## src/rtl/mem_arb_pkg.sv

```systemverilog
// mem_arb_pkg: shared types and default widths for the memory round-robin
// arbiter.
//   arb_state_t : sequencer states (IDLE, ACCESS, TURN)
//   ADDR_W_DEF  : default memory address width
//   DATA_W_DEF  : default memory data width
//   addr_t      : address word at the default width
//   data_t      : data word at the default width
package mem_arb_pkg;

    localparam int ADDR_W_DEF = 16;
    localparam int DATA_W_DEF = 16;

    typedef logic [ADDR_W_DEF-1:0] addr_t;
    typedef logic [DATA_W_DEF-1:0] data_t;

    // IDLE   : no access in progress
    // ACCESS : one-cycle memory read or write, gnt pulse active
    // TURN   : one dead bus cycle between a write and a read (either order)
    typedef enum logic [1:0] {
        IDLE   = 2'd0,
        ACCESS = 2'd1,
        TURN   = 2'd2
    } arb_state_t;

endpackage

```

## src/rtl/rr_pick.sv

```systemverilog
// rr_pick: combinational round-robin pick.
//   req   [N-1:0]     : candidate request vector
//   ptr   [PTR_W-1:0] : highest-priority index
//   win   [N-1:0]     : one-hot winner, the first set bit of req at or above
//                       ptr, wrapping from N-1 back to 0
//   valid             : at least one request present
module rr_pick #(
    parameter int N     = 2,
    parameter int PTR_W = 1
) (
    input  logic [N-1:0]     req,
    input  logic [PTR_W-1:0] ptr,
    output logic [N-1:0]     win,
    output logic             valid
);

    logic [N-1:0] hi_mask;
    logic [N-1:0] req_hi;

    // Requests at or above ptr get first pick. When there are none, the
    // search wraps to the lowest set bit of the full vector. x & -x isolates
    // the lowest set bit of x.
    always_comb begin
        hi_mask = ~((N'(1) << ptr) - N'(1));
        req_hi  = req & hi_mask;
        if (|req_hi) begin
            win = req_hi & (-req_hi);
        end else begin
            win = req & (-req);
        end
        valid = |req;
    end

endmodule

```

## src/rtl/mem_rr_arbiter.sv

```systemverilog
// mem_rr_arbiter: shares one single-port memory bus between NUM_REQ
// requesters. Each grant issues one single-cycle read or write; a read
// returns its data one cycle later with a one-hot rvalid pulse. A dead
// TURN cycle is inserted when back-to-back accesses change direction.
//
// Ports:
//   clk, reset          : clock, synchronous active-high reset
//   req/req_we          : per-requester request and direction (1 = write)
//   req_addr/req_wdata  : packed per-requester address and write data
//   gnt                 : one-hot pulse during the memory access cycle
//   rvalid/rdata        : one-hot read-data-valid pulse and read data
//   mem_addr/mem_wr_data: memory address and write data
//   mem_rd_data         : resolved memory bus data
//   mem_rd/mem_wr       : memory read / write strobes
//   grant_cnt/stats_clr : per-requester saturating grant counters and their
//                         clear (present only when MEM_ARB_STATS_EN is
//                         defined)
//
// Handshake: a requester raises req[i] with req_we/req_addr/req_wdata
// stable and holds them until it sees gnt[i]. The request is consumed in
// the cycle gnt[i] is high; the requester may then drop req[i] or present
// its next request. Dropping req[i] before gnt[i] withdraws the request.
// rvalid[i] has no ready; the requester must take rdata in that cycle.
//
// Optional feature macro: MEM_ARB_STATS_EN
module mem_rr_arbiter
    import mem_arb_pkg::*;
#(
    parameter int NUM_REQ = 2,
    parameter int ADDR_W  = ADDR_W_DEF,
    parameter int DATA_W  = DATA_W_DEF
`ifdef MEM_ARB_STATS_EN
    ,
    parameter int CNT_W   = 16
`endif
) (
    input  logic                      clk,
    input  logic                      reset,
    input  logic [NUM_REQ-1:0]        req,
    input  logic [NUM_REQ-1:0]        req_we,
    input  logic [NUM_REQ*ADDR_W-1:0] req_addr,
    input  logic [NUM_REQ*DATA_W-1:0] req_wdata,
    output logic [NUM_REQ-1:0]        gnt,
    output logic [NUM_REQ-1:0]        rvalid,
    output logic [DATA_W-1:0]         rdata,
    output logic [ADDR_W-1:0]         mem_addr,
    output logic [DATA_W-1:0]         mem_wr_data,
    input  logic [DATA_W-1:0]         mem_rd_data,
    output logic                      mem_rd,
    output logic                      mem_wr
`ifdef MEM_ARB_STATS_EN
    ,
    output logic [NUM_REQ*CNT_W-1:0]  grant_cnt,
    input  logic                      stats_clr
`endif
);

    localparam int PTR_W = (NUM_REQ > 1) ? $clog2(NUM_REQ) : 1;

    arb_state_t         state;
    logic [PTR_W-1:0]   ptr;
    logic               last_dir;     // 1 = last access was a write

    logic [NUM_REQ-1:0] pick_req;
    logic [NUM_REQ-1:0] win_oh;
    logic               win_vld;
    logic [PTR_W-1:0]   win_idx;
    logic [PTR_W-1:0]   ptr_nxt;
    logic               win_we;
    logic [ADDR_W-1:0]  win_addr;
    logic [DATA_W-1:0]  win_wdata;
    logic               go_access;
    logic               go_turn;

    // At the edge ending ACCESS the requester just served is still holding
    // req (it only sees gnt during this cycle), so it is masked out.
    // gnt is only non-zero during ACCESS, which makes it the mask directly.
    assign pick_req = (state == ACCESS) ? (req & ~gnt) : req;

    rr_pick #(
        .N     (NUM_REQ),
        .PTR_W (PTR_W)
    ) u_pick (
        .req   (pick_req),
        .ptr   (ptr),
        .win   (win_oh),
        .valid (win_vld)
    );

    // Winner attributes and next pointer.
    always_comb begin
        win_idx   = '0;
        win_we    = 1'b0;
        win_addr  = '0;
        win_wdata = '0;
        for (int i = 0; i < NUM_REQ; i++) begin
            if (win_oh[i]) begin
                win_idx   = PTR_W'(i);
                win_we    = req_we[i];
                win_addr  = req_addr[i*ADDR_W +: ADDR_W];
                win_wdata = req_wdata[i*DATA_W +: DATA_W];
            end
        end
        ptr_nxt = (win_idx == PTR_W'(NUM_REQ - 1)) ? '0 : win_idx + PTR_W'(1);
    end

    // Only back-to-back accesses need a turnaround. From IDLE the bus has
    // already been quiet for a cycle, and from TURN it has just been turned,
    // so both go straight to ACCESS.
    always_comb begin
        go_access = 1'b0;
        go_turn   = 1'b0;
        if (win_vld) begin
            if ((state == ACCESS) && (win_we != last_dir)) begin
                go_turn = 1'b1;
            end else begin
                go_access = 1'b1;
            end
        end
    end

    always_ff @(posedge clk) begin
        if (reset) begin
            state       <= IDLE;
            ptr         <= '0;
            last_dir    <= 1'b0;
            gnt         <= '0;
            rvalid      <= '0;
            rdata       <= '0;
            mem_addr    <= '0;
            mem_wr_data <= '0;
            mem_rd      <= 1'b0;
            mem_wr      <= 1'b0;
        end else begin
            // Read data is on the bus during the read ACCESS cycle; capture
            // it at the edge that ends that cycle.
            rvalid <= '0;
            if ((state == ACCESS) && mem_rd) begin
                rdata  <= mem_rd_data;
                rvalid <= gnt;
            end

            gnt    <= '0;
            mem_rd <= 1'b0;
            mem_wr <= 1'b0;
            if (go_access) begin
                state       <= ACCESS;
                gnt         <= win_oh;
                mem_addr    <= win_addr;
                mem_wr_data <= win_wdata;
                mem_rd      <= ~win_we;
                mem_wr      <= win_we;
                ptr         <= ptr_nxt;
                last_dir    <= win_we;
            end else if (go_turn) begin
                state <= TURN;
            end else begin
                state <= IDLE;
            end
        end
    end

`ifdef MEM_ARB_STATS_EN
    // Saturating per-requester grant counters; clear wins over increment.
    always_ff @(posedge clk) begin
        if (reset || stats_clr) begin
            grant_cnt <= '0;
        end else begin
            for (int i = 0; i < NUM_REQ; i++) begin
                if (gnt[i] && (grant_cnt[i*CNT_W +: CNT_W] != {CNT_W{1'b1}})) begin
                    grant_cnt[i*CNT_W +: CNT_W] <= grant_cnt[i*CNT_W +: CNT_W] + CNT_W'(1);
                end
            end
        end
    end
`endif

endmodule
```

## config.mk

```make
export PLATFORM = sky130hd
export DESIGN_NAME = mem_rr_arbiter
export DESIGN_NICKNAME = d
export VERILOG_FILES = /design/src/rtl/mem_arb_pkg.sv /design/src/rtl/rr_pick.sv /design/src/rtl/mem_rr_arbiter.sv
export SDC_FILE = /design/constraint.sdc
export NUM_CORES = 1
export LEC_CHECK = 0
export BUFFER_PORTS_ARGS = -buffer_cell sky130_fd_sc_hd__clkbuf_2
export CAP_MARGIN = 5
export CORE_ASPECT_RATIO = 0.75
export CORE_MARGIN = 3
export CORE_UTILIZATION = 39
export DETAILED_ROUTE_END_ITERATION = 10
export PLACE_DENSITY = 0.7
export SYNTH_ARGS = -nofsm -noshare
export SYNTH_HDL_FRONTEND = slang
export SYNTH_SLANG_ARGS = --single-unit
```

## constraint.sdc

```tcl
create_clock -name clk -period 2.4 [get_ports clk]
set_input_delay 0.48 -clock clk [delete_from_list [all_inputs] [get_ports clk]]
set_output_delay 0.48 -clock clk [all_outputs]
set_load 0.05 [all_outputs]
```

==> Yosys cells after proc, flatten, opt, wreduce, memory -nomap -nowiden <==
Cells that the tools add are included.
{ "classes": {"n_eq_ne": 2, "reduce_logical": 7, "n_shift": 1, "n_mux": 16, "n_addsub": 4, "bitwise": 9} }
{ "ops": {"columns": ["cell", "n"], "rows": [
  ["two-way mux 16 bit", 4],
  ["OR reduction 2 bit", 5],
  ["two-way mux 1 bit", 9],
  ["AND 2 bit", 4],
  ["two-way mux 2 bit", 3],
  ["negator 2 bit", 2],
  ["inverter 2 bit", 2],
  ["inverter 1 bit", 3],
  ["== test 2 x 1 -> 1 bit, second input constant", 1],
  ["logical AND 1 bit", 2],
  ["<< shifter 1 x 1 -> 2 bit, first input constant", 1],
  ["subtractor 2 bit, second input constant", 1],
  ["adder 1 bit, second input constant", 1],
  ["inequality test 1 bit", 1]
]} }
{ "word_totals": {"output_inout_bits": 54, "reg_bits": 58, "input_bits": 86} }

==> Logic depth before layout (Yosys ltp) <==
{ "logic_depth": {"word_depth": 15, "ltp_mapped": 7, "ltp_nobuf": 5} }

==> Cells and area by module <==
Synthesis repeated with hierarchy kept, for this count alone.
{ "unflattened": {"cells_unflattened": 223, "area_unflattened_um2": 2208.4} }
{ "modules_own_cells": {"columns": ["module", "area_each_um2", "cells_per_inst", "instances"], "rows": [
  ["mem_rr_arbiter", 2183.3, 219, 1],
  ["rr_pick", 25.0, 4, 1]
]} }

==> Worst setup path after synthesis <==
No wires, ideal clock.
{ "synth_timing": {"path_type": "reg-to-reg", "start": "reg gnt[1]", "end": "reg mem_addr[10]", "t_arrival_ns": 2.127, "setup_ns": 0.138, "stages_incl_launch_ff": 7, "path_buffers": 1, "slack_ns": 0.135, "t_required_ns": 2.262, "synth_period_minus_slack_ns": 2.265, "path_cell_list": "dfxtp_1 -> nand3b_4 -> a311o_1 -> o221a_4 -> a211oi_4 -> buf_6 -> o32ai_2"} }
{ "synth_between": {"elab_chain_cells": 12, "elab_cells_between_ends": 19, "classes_between": "add/sub: 2; eq/ne: 1; mux: 8; bitwise: 5; reduce/logical: 3"} }
{ "synth_lines": {"columns": ["element", "line", "rtl"], "rows": [
  ["from (decl)", "mem_rr_arbiter.sv:43", "output logic [NUM_REQ-1:0] gnt,"],
  ["from (signal assigned)", "mem_rr_arbiter.sv:148", "gnt <= win_oh;"],
  ["inverter 2 bit *", "mem_rr_arbiter.sv:78", "assign pick_req = (state == ACCESS) ? (req & ~gnt) : req;"],
  ["AND 2 bit *", "mem_rr_arbiter.sv:78", null],
  ["two-way mux 2 bit *", "mem_rr_arbiter.sv:78", null],
  ["AND 2 bit", "rr_pick.sv:25", "req_hi = req & hi_mask;"],
  ["negator 2 bit or OR reduction 2 bit (tied branches)", "rr_pick.sv:27, rr_pick.sv:26", null],
  ["AND 2 bit or two-way mux 2 bit (tied branches)", "rr_pick.sv:27, rr_pick.sv:26", null],
  ["two-way mux 2 bit or two-way mux 1 bit (tied branches)", "rr_pick.sv:26, mem_rr_arbiter.sv:97", null],
  ["two-way mux 1 bit", "mem_rr_arbiter.sv:97", "if (win_oh[i]) begin"],
  ["inequality test 1 bit", "mem_rr_arbiter.sv:114", "if ((state == ACCESS) && (win_we != last_dir)) begin"],
  ["logical AND 1 bit", "mem_rr_arbiter.sv:114", null],
  ["two-way mux 1 bit", "mem_rr_arbiter.sv:114", null],
  ["two-way mux 1 bit", "mem_rr_arbiter.sv:113", "if (win_vld) begin"],
  ["to (signal assigned)", "mem_rr_arbiter.sv:149", "mem_addr <= win_addr;"],
  ["to (decl)", "mem_rr_arbiter.sv:46", "output logic [ADDR_W-1:0] mem_addr,"]
]} }
Every way passes the cells marked *; elsewhere a longest branch is shown, timed or not.
A chain may end at the register's enable or synchronous reset.

==> Final worst setup path <==
{ "layout_timing": {"start": "reg state[1]", "end": "reg mem_addr[2]"} }
{ "layout_between": {"elab_chain_cells": 12, "elab_cells_between_ends": 18, "classes_between": "add/sub: 2; eq/ne: 2; mux: 8; bitwise: 3; reduce/logical: 3"} }
{ "layout_lines": {"columns": ["element", "line", "rtl"], "rows": [
  ["from (decl)", "mem_rr_arbiter.sv:60", "arb_state_t state;"],
  ["from (signal assigned)", "mem_rr_arbiter.sv:124", "state <= IDLE;"],
  ["from (signal assigned)", "mem_rr_arbiter.sv:147", "state <= ACCESS;"],
  ["from (signal assigned)", "mem_rr_arbiter.sv:156", "state <= TURN;"],
  ["== test 2 x 1 -> 1 bit *", "mem_rr_arbiter.sv:78, mem_rr_arbiter.sv:114", null],
  ["two-way mux 2 bit", "mem_rr_arbiter.sv:78", null],
  ["AND 2 bit", "rr_pick.sv:25", null],
  ["negator 2 bit", "rr_pick.sv:27", "win = req_hi & (-req_hi);"],
  ["AND 2 bit", "rr_pick.sv:27", null],
  ["two-way mux 2 bit", "rr_pick.sv:26", "if (|req_hi) begin"],
  ["two-way mux 1 bit (2 in a row)", "mem_rr_arbiter.sv:97", null],
  ["inequality test 1 bit", "mem_rr_arbiter.sv:114", null],
  ["logical AND 1 bit", "mem_rr_arbiter.sv:114", null],
  ["two-way mux 1 bit", "mem_rr_arbiter.sv:114", null],
  ["two-way mux 1 bit", "mem_rr_arbiter.sv:113", null]
]} }
Marked as above.

==> impl_metrics.ini <==
[final_layout]
nFillCells = 573
drive_above_1_share_pct = 44.91
final_nets = 484
fin_cells = 481
final_common_cell = clkbuf_2
area.growth.synth_to_final_pct = 36.74
n_antenna_cell = 0
post-route-util_pct = 57.40
layout_common_cells = 139 x clkbuf_2, 58 x dfxtp_1, 37 x inv_1, 33 x nand2_1, 32 x a22oi_1

[logic_synthesis]
synthesis.nets = 349
synth_cells = 263
postSynthAreaPerCell_sq_um = 9.634
ys_ff_latch = 58
synth_cell_types = 33
synth_area_sq_um = 2534
seq_area_frac_synth_pct = 45.83
yosysWarnings = 0

[sta]
slew_headroom_pct = 56.69
layout_worst_path_cycle_share_pct = 84.75
fin_hold_ws_ps = 371.4
clock_skew_ps = 5.346
rsz0062_at_grt = false
setup_tns_ps = 0
slew_viol_final = 0
fmax_mhz = 491.6
period_needed_ps = 2034
hold_violations = 0
tightestPinTransition_ps = 649.7
setup_viol = 0
setup_slack_ps = 366.0

[floorplan]
die-area_sq_um = 7510
coreArea_sq_um = 6036
io_pins = 140
chipWidth_um = 99.07
initial_core_util_pct = 41.98
die_h_um = 75.81
row_count = 24

[global_routing]
track_usage_pct = 17.64
grt_overflow = 0
grt_first_pass_wirelength_um = 10430
grt_max_degree = 52
grt_antenna_before_repair = 0
grt_pass1_vias = 2290

[setup_path]
r2r_slack_ps = 370
endpoint_kind = flop
worst-path-max-fanout = 21
criticalPathCategory = flop to flop
worstPathArrival_ps = 2220
cp_data_required_time_ps = 2580
crit_path_cell_trace = and3b_4 > a311o_1 > o221a_4 > a211oi_4 > buf_4 > o32ai_1
crit_path_start_kind = flop
slowest_delay_ps = 370
critPathSlowestCell = a311o_1

[clocking]
cts-resized-gates = 0
clk_path_buf_depth = 2
cts_tree = yes
cts.sinks = 58
root_buffer = clkbuf_8
cts_buffers = 9
cts_setup_buffers = 0
clk_latency_ps = 320
htreeDepth = 3
cts-hold-fix-buffers = 0
clk_pin_slew_ps = 60

[drt]
drt_first_iter_violations = 56
drc = 0
detail-route-antenna-nets = 0
wl_um = 6724
wl_per_cell_um = 13.98
vias = 2404
vias_per_cell = 4.998
first_pass_iters = 4

[placed_design]
dp_worst_setup_slack_ps = 243.1
port-buffer-count = 139
dp.cells = 465
hpwl_um = 4883
gp_congestion = 0.8387

[worst_hold_path]
min_path_type = primary input to flop

[status]
outcome = finished, final reports clean

[power]
power_density_nw_per_um2 = 755.0
p_leak_nw = 1.563
irDropWorstVdd_mv = 0.3334

[run]
drv_cap = 0
==> synth_stat cells <==
cell	instances	area share, %
nor2_1	8	1.2
a311oi_4	1	1.0
buf_6	3	1.3
o211a_1	1	0.40
inv_1	37	5.5
a211oi_1	1	0.30
nor3_1	1	0.20
a21oi_1	17	3.4
o311ai_2	1	0.64
buf_2	4	0.79
o211ai_1	1	0.30
and3_1	2	0.49
and2_1	2	0.49
nand3b_4	1	0.79
a311o_1	1	0.40
o211ai_4	1	0.84
o221ai_1	1	0.35
and3b_4	1	0.49
a2bb2oi_1	1	0.35
nand2_1	33	4.9
a22oi_2	1	0.49
o311a_1	1	0.40
clkbuf_1	14	2.1
o22ai_1	1	0.25
o32ai_1	19	6.6
nand2b_1	1	0.25
nor2b_1	2	0.49
dfxtp_1	58	46
o32ai_2	13	8.3
a22oi_1	32	9.5
a211oi_4	1	0.79
o221a_4	1	0.79
buf_1	1	0.15
==> layout make-up <==
type / instances / area (sq um) / area share, %
clock buffers: 14 / 172.7 / 4.984
clock inverters: 2 / 10.01 / 0.2889
inverters: 37 / 138.9 / 4.009
multi-input cells: 146 / 1124 / 32.43
flip-flops and latches: 58 / 1161 / 33.51
well taps: 78 / 97.59 / 2.817
repair buffers: 146 / 760.7 / 21.96
==> path summary, 6_finish.rpt <==
kind | endpoint | cells past startpoint | from
worst max register to register | mem_addr[2]$_SDFFE_PP0P_ | 6 | state[1]$_SDFF_PP0_
worst min register to register | rdata[14]$_SDFFE_PP0P_ | 2 | rdata[14]$_SDFFE_PP0P_
worst min-delay path | rdata[0]$_SDFFE_PP0P_ | 3 | mem_rd_data[0]
worst max-delay path | mem_addr[2]$_SDFFE_PP0P_ | 6 | state[1]$_SDFF_PP0_
==> power by group <==
| group | internal, mW | switching, mW |
|---|---|---|
| Sequential | 1.04 | 0.0433 |
| Clock | 0.457 | 0.360 |
| Combinational | 0.224 | 0.493 |
==> cell families (layout without fill, tap and decap cells) <==
group | after synthesis | after routing | share of synthesized area [%]
AOI/OAI and AO/OA | 95 | 95 | 35.06
buffers and inverters | 59 | 199 | 9.827
DFF | 58 | 58 | 45.83
and+or+nand+nor | 51 | 51 | 9.284
==> per-stage QoR <==
stage	cell area [sq um]	power (mW)
after global routing	3465	2.737
final	3465	2.616
after global placement	3282	1.811
after detailed placement	3282	1.823
after CTS	3465	2.650
after floorplan	2534	1.625
==> registers in the layout, summed over array words and instances, names as in the netlist <==
| name | flops |
|---|---|
| rdata | 16 |
| ptr | 1 |
| mem_wr | 1 |
| mem_rd | 1 |
| rvalid | 2 |
| state | 2 |
| mem_addr | 16 |
| last_dir | 1 |
| mem_wr_data | 16 |
| gnt | 2 |
==> critical path: cells and delay by family (launching register included) <==
| family | cells | cell delay [ps] |
|---|---|---|
| DFF | 1 | 350 |
| buffers and inverters | 1 | 300 |
| and+or+nand+nor | 1 | 240 |
| AOI/OAI and AO/OA | 4 | 1000 |
==> routing by layer <==
layer  share of wire (%)  vias to the layer above  GRT usage [%]
met5                   0                        -              0
met4                 1.6                        0          7.727
met3                 6.1                        9          6.130
met2                  48                       72          29.69
met1                  45                     1099          20.83
li1                    -                     1224              -
Power figures use the tool's default switching activity.
